==> src/rtl/wb_arb_rr.sv <==
// Three-master round-robin Wishbone arbiter onto one shared slave port.
// The grant is held for the whole master cycle; a stalled slave is cut off by a response timeout.
module wb_arb_rr #(
  parameter int AW     = 32,
  parameter int DW     = 32,
  parameter int TO_CYC = 255
) (
  input  logic              wb_clk_i,
  input  logic              wb_rst_i,
  input  logic [2:0]        m_cyc_i,
  input  logic [2:0]        m_stb_i,
  input  logic [2:0]        m_we_i,
  input  logic [3*DW/8-1:0] m_sel_i,
  input  logic [3*AW-1:0]   m_adr_i,
  input  logic [3*DW-1:0]   m_dat_i,
  output logic [DW-1:0]     m_dat_o,
  output logic [2:0]        m_ack_o,
  output logic [2:0]        m_err_o,
  output logic              s_cyc_o,
  output logic              s_stb_o,
  output logic              s_we_o,
  output logic [DW/8-1:0]   s_sel_o,
  output logic [AW-1:0]     s_adr_o,
  output logic [DW-1:0]     s_dat_o,
  input  logic [DW-1:0]     s_dat_i,
  input  logic              s_ack_i,
  input  logic              s_err_i,
  output logic [2:0]        grant_o,
  output logic              to_evt_o
);

  localparam int SW = DW / 8;
  localparam logic [9:0] TO_LAST = 10'(TO_CYC - 1);

  typedef enum logic {IDLE = 1'b0, BUSY = 1'b1} state_t;

  state_t     r_state;
  logic [2:0] r_grant;
  logic [1:0] r_last;
  logic [9:0] r_cnt;
  logic       r_to;

  logic [1:0] w_gidx;
  logic [2:0] w_pick;
  logic       w_busy;
  logic       w_to;
  logic       w_cnt_inc;

  // Index of the granted master, derived from the one-hot grant
  always_comb begin
    case (r_grant)
      3'b001:  w_gidx = 2'd0;
      3'b010:  w_gidx = 2'd1;
      3'b100:  w_gidx = 2'd2;
      default: w_gidx = 2'd0;
    endcase
  end

  // Round-robin pick, searching upward from the master after the last one served
  always_comb begin
    w_pick = 3'b000;
    case (r_last)
      2'd0: begin
        if (m_cyc_i[1])      w_pick = 3'b010;
        else if (m_cyc_i[2]) w_pick = 3'b100;
        else if (m_cyc_i[0]) w_pick = 3'b001;
        else                 w_pick = 3'b000;
      end
      2'd1: begin
        if (m_cyc_i[2])      w_pick = 3'b100;
        else if (m_cyc_i[0]) w_pick = 3'b001;
        else if (m_cyc_i[1]) w_pick = 3'b010;
        else                 w_pick = 3'b000;
      end
      default: begin
        if (m_cyc_i[0])      w_pick = 3'b001;
        else if (m_cyc_i[1]) w_pick = 3'b010;
        else if (m_cyc_i[2]) w_pick = 3'b100;
        else                 w_pick = 3'b000;
      end
    endcase
  end

  // Gating with the reset drops the slave cycle at once when reset hits mid-transfer
  assign w_busy = (r_state == BUSY) && !wb_rst_i;

  assign s_cyc_o = w_busy & m_cyc_i[w_gidx];
  assign s_stb_o = w_busy & m_stb_i[w_gidx] & ~r_to;
  assign s_we_o  = w_busy & m_we_i[w_gidx];
  assign s_sel_o = w_busy ? m_sel_i[w_gidx*SW +: SW] : {SW{1'b0}};
  assign s_adr_o = w_busy ? m_adr_i[w_gidx*AW +: AW] : {AW{1'b0}};
  assign s_dat_o = w_busy ? m_dat_i[w_gidx*DW +: DW] : {DW{1'b0}};

  assign m_dat_o = s_dat_i;

  // A late ack in the timeout cycle still completes the transfer normally
  assign w_to      = w_busy & r_to & ~s_ack_i;
  assign m_ack_o   = (w_busy & s_ack_i) ? r_grant : 3'b000;
  assign m_err_o   = (w_busy & (s_err_i | w_to)) ? r_grant : 3'b000;
  assign to_evt_o  = w_to;
  assign grant_o   = r_grant;
  assign w_cnt_inc = s_stb_o & ~s_ack_i & ~s_err_i;

  // Arbitration FSM with grant, last-served and timeout tracking
  always_ff @(posedge wb_clk_i or posedge wb_rst_i) begin
    if (wb_rst_i) begin
      r_state <= IDLE;
      r_grant <= 3'b000;
      r_last  <= 2'd2;
      r_cnt   <= 10'd0;
      r_to    <= 1'b0;
    end else begin
      case (r_state)
        IDLE: begin
          r_cnt <= 10'd0;
          r_to  <= 1'b0;
          if (m_cyc_i != 3'b000) begin
            r_grant <= w_pick;
            r_state <= BUSY;
          end else begin
            r_grant <= 3'b000;
          end
        end
        BUSY: begin
          if (!m_cyc_i[w_gidx]) begin
            r_state <= IDLE;
            r_last  <= w_gidx;
            r_grant <= 3'b000;
            r_cnt   <= 10'd0;
            r_to    <= 1'b0;
          end else if (w_cnt_inc && (r_cnt == TO_LAST)) begin
            r_cnt <= 10'd0;
            r_to  <= 1'b1;
          end else if (w_cnt_inc) begin
            r_cnt <= r_cnt + 10'd1;
            r_to  <= 1'b0;
          end else begin
            r_cnt <= 10'd0;
            r_to  <= 1'b0;
          end
        end
        default: begin
          r_state <= IDLE;
          r_grant <= 3'b000;
          r_cnt   <= 10'd0;
          r_to    <= 1'b0;
        end
      endcase
    end
  end

endmodule

==> config.mk <==
export PLATFORM = sky130hd
export DESIGN_NAME = wb_arb_rr
export DESIGN_NICKNAME = d
export VERILOG_FILES = /design/src/rtl/wb_arb_rr.sv
export SDC_FILE = /design/constraint.sdc
export NUM_CORES = 1
export LEC_CHECK = 0
export CAP_MARGIN = 20
export CORE_AREA = 2 2 140 142
export CTS_BUF_LIST = sky130_fd_sc_hd__clkbuf_8
export CTS_CLUSTER_SIZE = 14
export DETAILED_ROUTE_END_ITERATION = 16
export DIE_AREA = 0 0 142 144
export GPL_TIMING_DRIVEN = 0
export HOLD_SLACK_MARGIN = 0.02
export PLACE_DENSITY_LB_ADDON = 0.25
export REMOVE_ABC_BUFFERS = 1
export SLEW_MARGIN = 20
export SYNTH_ARGS = -nofsm -noshare
export SYNTH_HDL_FRONTEND = slang
export SYNTH_SLANG_ARGS = --single-unit
==> constraint.sdc <==
create_clock -name wb_clk_i -period 4.3 [get_ports wb_clk_i]
set_input_delay 0.86 -clock wb_clk_i [delete_from_list [all_inputs] [get_ports wb_clk_i]]
set_output_delay 0.86 -clock wb_clk_i [all_outputs]
set_load 0.005 [all_outputs]
==> results of run 1 <==
==> placed cells by master, fill, tap and decap left out, drive strengths merged, types with 2 or more instances in the layout <==
master         instances
nor4                  11
nand2                  5
nand3                  5
a21oi                  3
nor2b                  2
clkbuf                 3
a211oi                70
xor2                   4
mux2i                 69
and3                   3
inv                    9
nor3                   4
o22ai                  2
nor2                  81
dfrtp                 16
o21ai                  6
xnor2                  4
nand4                  3
ha                     2
clkdlybuf4s50        297
nand2b                 2
nor3b                  2
o32ai                  3
buf                    5
==> layer usage <==
metal	GRT usage	wire length, um
met5	0.0150	34
met4	0.0189	265
met3	0.0570	1600
met2	0.237	7900
met1	0.170	6220
==> cell families after synthesis <==
logic type,synth area share
multiplexers,0.244
flip-flops,0.151
AO/OA/AOI/OAI,0.227
XOR/XNOR,0.0248
AND/OR/NAND/NOR,0.192
adder cells (fa/ha/maj),0.00885
buffers and inverters,0.152
==> sequential cells by signal (all words and copies together), names as in the netlist <==
| name | count |
|---|---|
| r_last | 2 |
| r_cnt | 10 |
| grant_o | 3 |
| r_to | 1 |
| r_state | 1 |
==> through the flow <==
stage	total power, mW	setup TNS (ns)	instance area (um^2)
5_1_grt	2.28	0	5890
3_3_place_gp	2.07	-173.10	5700
4_1_cts	2.16	0	5890
6_report	2.12	0	5890
2_1_floorplan	1.13	-22.82	2430
3_5_place_dp	2.03	0	5840
==> cell type report <==
type,instances,area [um^2]
sequential,17,427
tap,238,298
clock buffer,3,41.3
antenna,1,2.50
timing repair buffer,302,3090
multi-input combinational,289,2000
inverter,9,33.8
clock inverter,1,5.00
fill,1975,13200
==> worst paths after layout <==
check,to,slack (ns)
setup / recovery,s_cyc_o,0.49
hold / removal,r_last[1],0.52
setup reg to reg,r_cnt[5],2.01
hold reg to reg,r_last[1],0.52
max in group asynchronous,r_cnt[7],2.79
min in group asynchronous,grant_o[1],1.09
==> tightest hold or removal path, delay by kind of cell (launching register included) <==
kind                   cells  cell delay (ns)
AOI/OAI and AO/OA          1             0.06
DFF                        1             0.38
buffers and inverters      1             0.07
==> power by group <==
part / switching (mW) / internal, mW / leakage [nW]
Clock: 0.0511 / 0.0641 / 0.0255
Combinational: 0.813 / 0.957 / 2.21
Sequential: 0.0509 / 0.187 / 0.228
==> Yosys cell counts, drive strengths merged, types with 2 or more instances <==
library cell / n
nor2: 81
a211oi: 70
mux2i: 69
buf: 43
clkbuf: 26
dfrtp: 16
nor4: 11
inv: 9
o21ai: 6
nand2: 5
nand3: 5
nor3: 4
xnor2: 4
xor2: 4
a21oi: 3
and3: 3
nand4: 3
o32ai: 3
ha: 2
nand2b: 2
nor2b: 2
nor3b: 2
o22ai: 2
==> impl_table.tex, run 1 <==
\begin{tabular}{lr}
\hline
Metric & Value \\
\hline
\multicolumn{2}{l}{\textbf{Yosys}} \\
Share of flip-flops with an asynchronous set or reset after synthesis & 1.00 \\
Yosys cell types & 33 \\
Largest cells by area after synthesis & sky130\_fd\_sc\_hd\_\_mux2i\_1 24\%, sky130\_fd\_sc\_hd\_\_a211oi\_1 19\%, sky130\_fd\_sc\_hd\_\_dfrtp\_1 14\%, sky130\_fd\_sc\_hd\_\_nor2\_1 11\%, sky130\_fd\_sc\_hd\_\_buf\_4 8.8\% \\
Post-synth top area share & 0.244 \\
Post-synthesis sequential area ratio & 0.151 \\
Per-instance average area after synthesis & 7.36 um\^{}2 \\
Top\_reg\_cell synth & sky130\_fd\_sc\_hd\_\_dfrtp\_1 \\
Cell Area, Synth & about 0.0028 mm\^{}2 \\
Cell type contributing the most total cell area after synthesis & sky130\_fd\_sc\_hd\_\_mux2i\_1 \\
Yosys warnings & 0 \\
Synthesis-stage register bit count & 17 \\
Synthesized instance count & 384 \\
Post-synth EDFFs & 0 \\
\multicolumn{2}{l}{\textbf{Timing}} \\
Highest attainable clock frequency & approximately 260 MHz \\
Worst slew margin relative to its limit & 0.338 \\
Post-layout worst setup margin & 0.489 ns \\
Period minus WS final & 3.81 ns \\
Worst-case clock skew & just under 0.003 ns \\
Final slew viol count & 0 \\
Final-report setup violation count & 0 \\
Transition time at the pin with the least slew margin & 0.992 ns \\
Final cycle utilization of the critical path & 0.886 \\
RSZ-0062 raised after global routing & no \\
Worst Hold Margin & 0.522 ns \\
Final Hold Viols & 0 \\
\multicolumn{2}{l}{\textbf{Setup path}} \\
Buffering stage count on the worst path with inverters included & 2 \\
Worst-path cell chain & clkdlybuf4s50\_1 -> o21a\_1 -> a211oi\_1 -> or3\_1 -> nor2\_1 -> clkdlybuf4s50\_1 \\
Setup crit start & m\_cyc\_i[2] \\
Cell type group with the largest total delay on the critical path & buffers and inverters \\
Maximum cell stage delay along the critical path & 0.61 ns \\
Most frequent cell on the critical path & sky130\_fd\_sc\_hd\_\_clkdlybuf4s50\_1 \\
Highest net fanout along the worst path & 14 \\
Number of cells traversed by the worst register-to-register path & 5 \\
Critical path capture point type & output port \\
Class of the most critical setup path & input pin to output port \\
RR Startpoint & r\_state \\
Type of element launching the critical path & input pin \\
Cell with the largest stage delay on the worst path & sky130\_fd\_sc\_hd\_\_or3\_1 \\
Number of gates on the worst path with buffers counted & 6 \\
Worst path arrival time & 2.95 ns \\
Worst EP required & 3.44 ns \\
\multicolumn{2}{l}{\textbf{Clock tree}} \\
Number of buffers between clock root and the deepest sink & 2 \\
Post-CTS Resized & 0 \\
Number of clock buffers inserted by TritonCTS & 3 \\
Number of buffers inserted by post-CTS setup repair & 0 \\
TritonCTS clock tree & yes \\
Cts hold-fix bufs & 0 \\
Clk Latency, worst-skew pair & roughly 0.25 ns \\
Library cell used as clock root buffer & sky130\_fd\_sc\_hd\_\_clkbuf\_8 \\
CTS sink cnt & 17 \\
Clock transition at path regs & 0.07 ns \\
Total number of H-tree levels & 1 \\
\multicolumn{2}{l}{\textbf{Floorplanning}} \\
Die Outline Area & 0.0204 mm\^{}2 \\
Ports placed on the boundary & between 300 and 400 \\
Height of the die & 144 um \\
Horizontal die dimension & 142 um \\
Placeable Area & 0.0191 mm\^{}2 \\
Number of placement rows & 51 \\
Initial Utilization & 0.148 \\
\multicolumn{2}{l}{\textbf{Routing}} \\
Antenna Violating Nets Remaining & 0 \\
Wire length reported by the detailed router & approximately 16,000 um \\
DRC violation count after routing & 0 \\
DRC marker count from the first detailed-route iteration & 144 \\
Via count & 3,782 \\
Detailed-routing iteration count for the pre-antenna-repair pass & 4 \\
DR WL/cell & 18.6 um \\
Avg Vias per Cell & 4.40 \\
\multicolumn{2}{l}{\textbf{Hold path}} \\
Worst Hold Class & flop to flop \\
Hold Startpoint & r\_last[1] \\
WHS Path Cells & 2 \\
\multicolumn{2}{l}{\textbf{Global routing}} \\
Pin count of the biggest net entering global routing & 59 \\
Antenna violations before repair & 1 \\
Total gr overflow & 0 \\
Number of global-route vias before repair & 3,642 \\
First-pass GRT wire length & around 22,000 um \\
Global router's overall resource usage & 0.140 \\
\multicolumn{2}{l}{\textbf{Placement}} \\
Placed wire-length estimate & 13,600 um \\
Dpl ws & around 0.48 ns \\
RD Place Congestion & 0.767 \\
Total of buffers placed on input and output ports & about 300 \\
Number of placed cells counting well taps & 855 \\
\multicolumn{2}{l}{\textbf{Pwr}} \\
Peak supply drop & 0.229 mV \\
Leakage Power & 2.46 nW \\
Total power per unit cell area & 360 mW/mm\^{}2 \\
\multicolumn{2}{l}{\textbf{Run}} \\
Number of max-cap violations & 0 \\
\multicolumn{2}{l}{\textbf{Layout}} \\
Relative area change from synthesis to final layout & 108\% \\
Non-filler instance count after layout & 860 \\
Number of nets in the final layout & 873 \\
Proportion of layout cells with a drive suffix above 1 & 0.0225 \\
Post-Route Utilization & 0.309 \\
\multicolumn{2}{l}{\textbf{Run status}} \\
Outcome & finished clean \\
\hline
\end{tabular}
Note: power is estimated with default switching activity, not from simulation.
==> run 2: changes to the inputs <==
--- a/config.mk
+++ b/config.mk
@@ -15,7 +15,7 @@
 export HOLD_SLACK_MARGIN = 0.02
 export PLACE_DENSITY_LB_ADDON = 0.25
 export REMOVE_ABC_BUFFERS = 1
-export SLEW_MARGIN = 20
+export SKIP_LAST_GASP = 1
 export SYNTH_ARGS = -nofsm -noshare
 export SYNTH_HDL_FRONTEND = slang
 export SYNTH_SLANG_ARGS = --single-unit
==> run 2 against run 1 <==
Global-route usage shrank 0.23 points. Flip-flop and latch count is the same. Clock-buffer cell count is the same. Non-clock buffer count shrank 2. Clock power grew 3%. Wire length shrank 0.32%. Sequential share of layout area grew 0.078 points. Core utilization shrank 0.33 points. Final cell count shrank 0.35%. Clock skew grew 0.0012 ns. Design area shrank 1.1%. Die area is the same. Largest cell class unchanged.
==> impl_table.tex, run 2 (synthesis results as in run 1) <==
\begin{tabular}{lr}
\hline
Metric & Value \\
\hline
\multicolumn{2}{l}{\textbf{Routing}} \\
Wire length reported by the detailed router & 16,000 um (-0.32\%) \\
Via count & 3,725 (-1.5\%) \\
Avg Vias per Cell & 4.35 (-1.2\%) \\
Antenna Violating Nets Remaining & 0 (unchanged) \\
DRC marker count from the first detailed-route iteration & 108 (-25\%) \\
DRC violation count after routing & 0 (unchanged) \\
Detailed-routing iteration count for the pre-antenna-repair pass & 4 (unchanged) \\
DR WL/cell & 18.6 um (about the same) \\
\multicolumn{2}{l}{\textbf{Clock tree}} \\
Library cell used as clock root buffer & sky130\_fd\_sc\_hd\_\_clkbuf\_8 \\
Clk Latency, worst-skew pair & 0.25 ns (about the same) \\
Number of buffers between clock root and the deepest sink & 2 (unchanged) \\
TritonCTS clock tree & yes \\
Number of buffers inserted by post-CTS setup repair & 0 (unchanged) \\
Clock transition at path regs & 0.07 ns (about the same) \\
Cts hold-fix bufs & 0 (unchanged) \\
Post-CTS Resized & 0 (unchanged) \\
CTS sink cnt & 17 (unchanged) \\
Total number of H-tree levels & 1 (unchanged) \\
Number of clock buffers inserted by TritonCTS & 3 (unchanged) \\
\multicolumn{2}{l}{\textbf{Layout}} \\
Post-Route Utilization & 0.306 (-0.00328) \\
Biggest register & r\_cnt \\
Commonest cells after routing, fill and taps aside & 297 x sky130\_fd\_sc\_hd\_\_clkdlybuf4s50\_1, 81 x sky130\_fd\_sc\_hd\_\_nor2\_1, 70 x sky130\_fd\_sc\_hd\_\_a211oi\_1 \\
Largest register FFs & 10 (unchanged) \\
Relative area change from synthesis to final layout & 106\% \\
Non-filler instance count after layout & 857 (-0.35\%) \\
Proportion of layout cells with a drive suffix above 1 & 0.0178 (-0.00477) \\
Most common cell after layout, fill and taps aside & sky130\_fd\_sc\_hd\_\_clkdlybuf4s50\_1 \\
Diode count & 0 (-1) \\
Number of nets in the final layout & 871 (-0.23\%) \\
\multicolumn{2}{l}{\textbf{Setup path}} \\
Number of cells traversed by the worst register-to-register path & 4 (-1) \\
Type of element launching the critical path & flop \\
Worst path arrival time & 3.12 ns (+0.17 ns) \\
Cell with the largest stage delay on the worst path & sky130\_fd\_sc\_hd\_\_or3b\_4 \\
Worst-path cell chain & or3b\_4 -> o32ai\_1 -> or3\_1 -> nor2\_1 -> clkdlybuf4s50\_1 \\
Critical path capture point type & output port \\
Worst EP required & 3.44 ns (about the same) \\
Maximum cell stage delay along the critical path & 0.75 ns (+0.14 ns) \\
Class of the most critical setup path & flop to output port \\
Highest net fanout along the worst path & 36 (+22) \\
\multicolumn{2}{l}{\textbf{Floorplanning}} \\
Initial Utilization & 0.148 (unchanged) \\
Horizontal die dimension & 142 um (unchanged) \\
Placeable Area & 0.0191 mm\^{}2 (unchanged) \\
Ports placed on the boundary & 362 (unchanged) \\
Number of placement rows & 51 (unchanged) \\
Die Outline Area & 0.0204 mm\^{}2 (unchanged) \\
Height of the die & 144 um (unchanged) \\
\multicolumn{2}{l}{\textbf{Run}} \\
Number of max-cap violations & 0 (unchanged) \\
\multicolumn{2}{l}{\textbf{Placement}} \\
RD Place Congestion & 0.767 (unchanged) \\
Total of buffers placed on input and output ports & 297 (unchanged) \\
Placed wire-length estimate & 13,300 um (-2.2\%) \\
Number of placed cells counting well taps & 852 (-0.35\%) \\
\multicolumn{2}{l}{\textbf{Hold path}} \\
WHS Path Cells & 1 (-1) \\
Worst Hold Class & flop to flop \\
\multicolumn{2}{l}{\textbf{Pwr}} \\
Peak supply drop & 0.201 mV (-12\%) \\
Register share of total power & 0.115 (+0.003) \\
Internal Dissipation & 1.18 mW (-2.7\%) \\
Combinational cell fraction of total power & 0.828 (-0.006) \\
Leakage Power & 2.43 nW (-1.1\%) \\
Switching component of the power & 0.912 mW (-0.32\%) \\
Total power of the final layout & 2.09 mW (-1.7\%) \\
Clock network power share & 0.057 (+0.003) \\
Total power per unit cell area & 358 mW/mm\^{}2 (-0.62\%) \\
Switching Fraction & 0.437 (+0.00594) \\
\multicolumn{2}{l}{\textbf{Global routing}} \\
Antenna violations before repair & 0 (-1) \\
Global router's overall resource usage & 0.138 (-0.00233) \\
Total gr overflow & 0 (unchanged) \\
First-pass GRT wire length & 21,400 um (-1.8\%) \\
Pin count of the biggest net entering global routing & 88 (+49\%) \\
Number of global-route vias before repair & 3,602 (-1.1\%) \\
\multicolumn{2}{l}{\textbf{Timing}} \\
Transition time at the pin with the least slew margin & 0.945 ns (-0.0463 ns) \\
Final Hold Viols & 0 (unchanged) \\
Final-report setup violation count & 0 (unchanged) \\
RSZ-0062 raised after global routing & no \\
Highest attainable clock frequency & 251 MHz (-4.2\%) \\
Worst-case clock skew & 0.00419 ns (+0.00123 ns) \\
Final cycle utilization of the critical path & 0.925 (+0.0388) \\
Worst slew margin relative to its limit & 0.369 (+0.0309) \\
Final slew viol count & 0 (unchanged) \\
Period minus WS final & 3.98 ns (+0.167 ns) \\
\multicolumn{2}{l}{\textbf{Run status}} \\
Outcome & finished clean \\
\hline
\end{tabular}
==> run 2: cell count changes in the layout (fill, tap and decap cells not counted) <==
cell / before / now
sky130_fd_sc_hd__buf_12: 3 / 0
sky130_fd_sc_hd__clkbuf_2: 0 / 1
sky130_fd_sc_hd__diode_2: 1 / 0
sky130_fd_sc_hd__nor3_1: 3 / 4
sky130_fd_sc_hd__nor3_2: 1 / 0
==> run 2: per-layer routing <==
layer / track usage / routed length (um) / share of wire / vias to the layer above
li1: - / - / - / 1847
met1: 0.161 / 6170 / 0.39 / 1656
met2: 0.236 / 7890 / 0.49 / 201
met3: 0.0599 / 1590 / 0.10 / 19
met4: 0.0247 / 278 / 0.017 / 2
met5: 0.0150 / 34 / 0.0021 / -
==> run 2: layout make-up <==
| type | count | area (um^2) |
|---|---|---|
| Tap cell | 238 | 298 |
| Fill cell | 2011 | 13200 |
| Timing Repair Buffer | 300 | 3030 |
| Clock buffer | 3 | 41.3 |
| Inverter | 9 | 33.8 |
| Multi-Input combinational cell | 289 | 1990 |
| Sequential cell | 17 | 427 |
| Clock inverter | 1 | 5.00 |
==> run 2: worst max-delay path, delay by kind of cell (launching register included) <==
kind	cells	cell delay, ns
AND/OR/NAND/NOR	3	1.55
flip-flops	1	0.59
buffers and inverters	1	0.52
AO/OA/AOI/OAI	1	0.18
==> run 2: path summary, 6_finish.rpt <==
check | from | slack (ns) | end
min | r_cnt[0] | 0.52 | r_cnt[0]
max reg2reg | grant_o[2] | 1.68 | r_cnt[5]
max in group asynchronous | wb_rst_i | 2.80 | r_cnt[9]
min reg2reg | r_cnt[0] | 0.52 | r_cnt[0]
max | grant_o[2] | 0.32 | s_cyc_o
min in group asynchronous | wb_rst_i | 1.08 | grant_o[2]
==> run 2: per-stage QoR <==
stage,hold WS [ns],area [um^2],setup TNS [ns],setup WS (ns)
after floorplan,0.482,2430,-22.82,-0.327
after CTS,0.526,5830,0,0.285
after global placement,0.502,5700,-173.10,-2.61
after detailed placement,0.515,5780,0,0.403
final,0.521,5830,0,0.322
after global routing,0.548,5830,0,0.168
==> run 2: power groups by stage <==
stage / Clock, mW / Combinational [mW] / Sequential [mW]
final: 0.119 / 1.73 / 0.240
after CTS: 0.125 / 1.76 / 0.240
after global placement: 0 / 1.84 / 0.236
after floorplan: 0 / 0.908 / 0.224
after detailed placement: 0 / 1.75 / 0.243
after global routing: 0.130 / 1.86 / 0.244
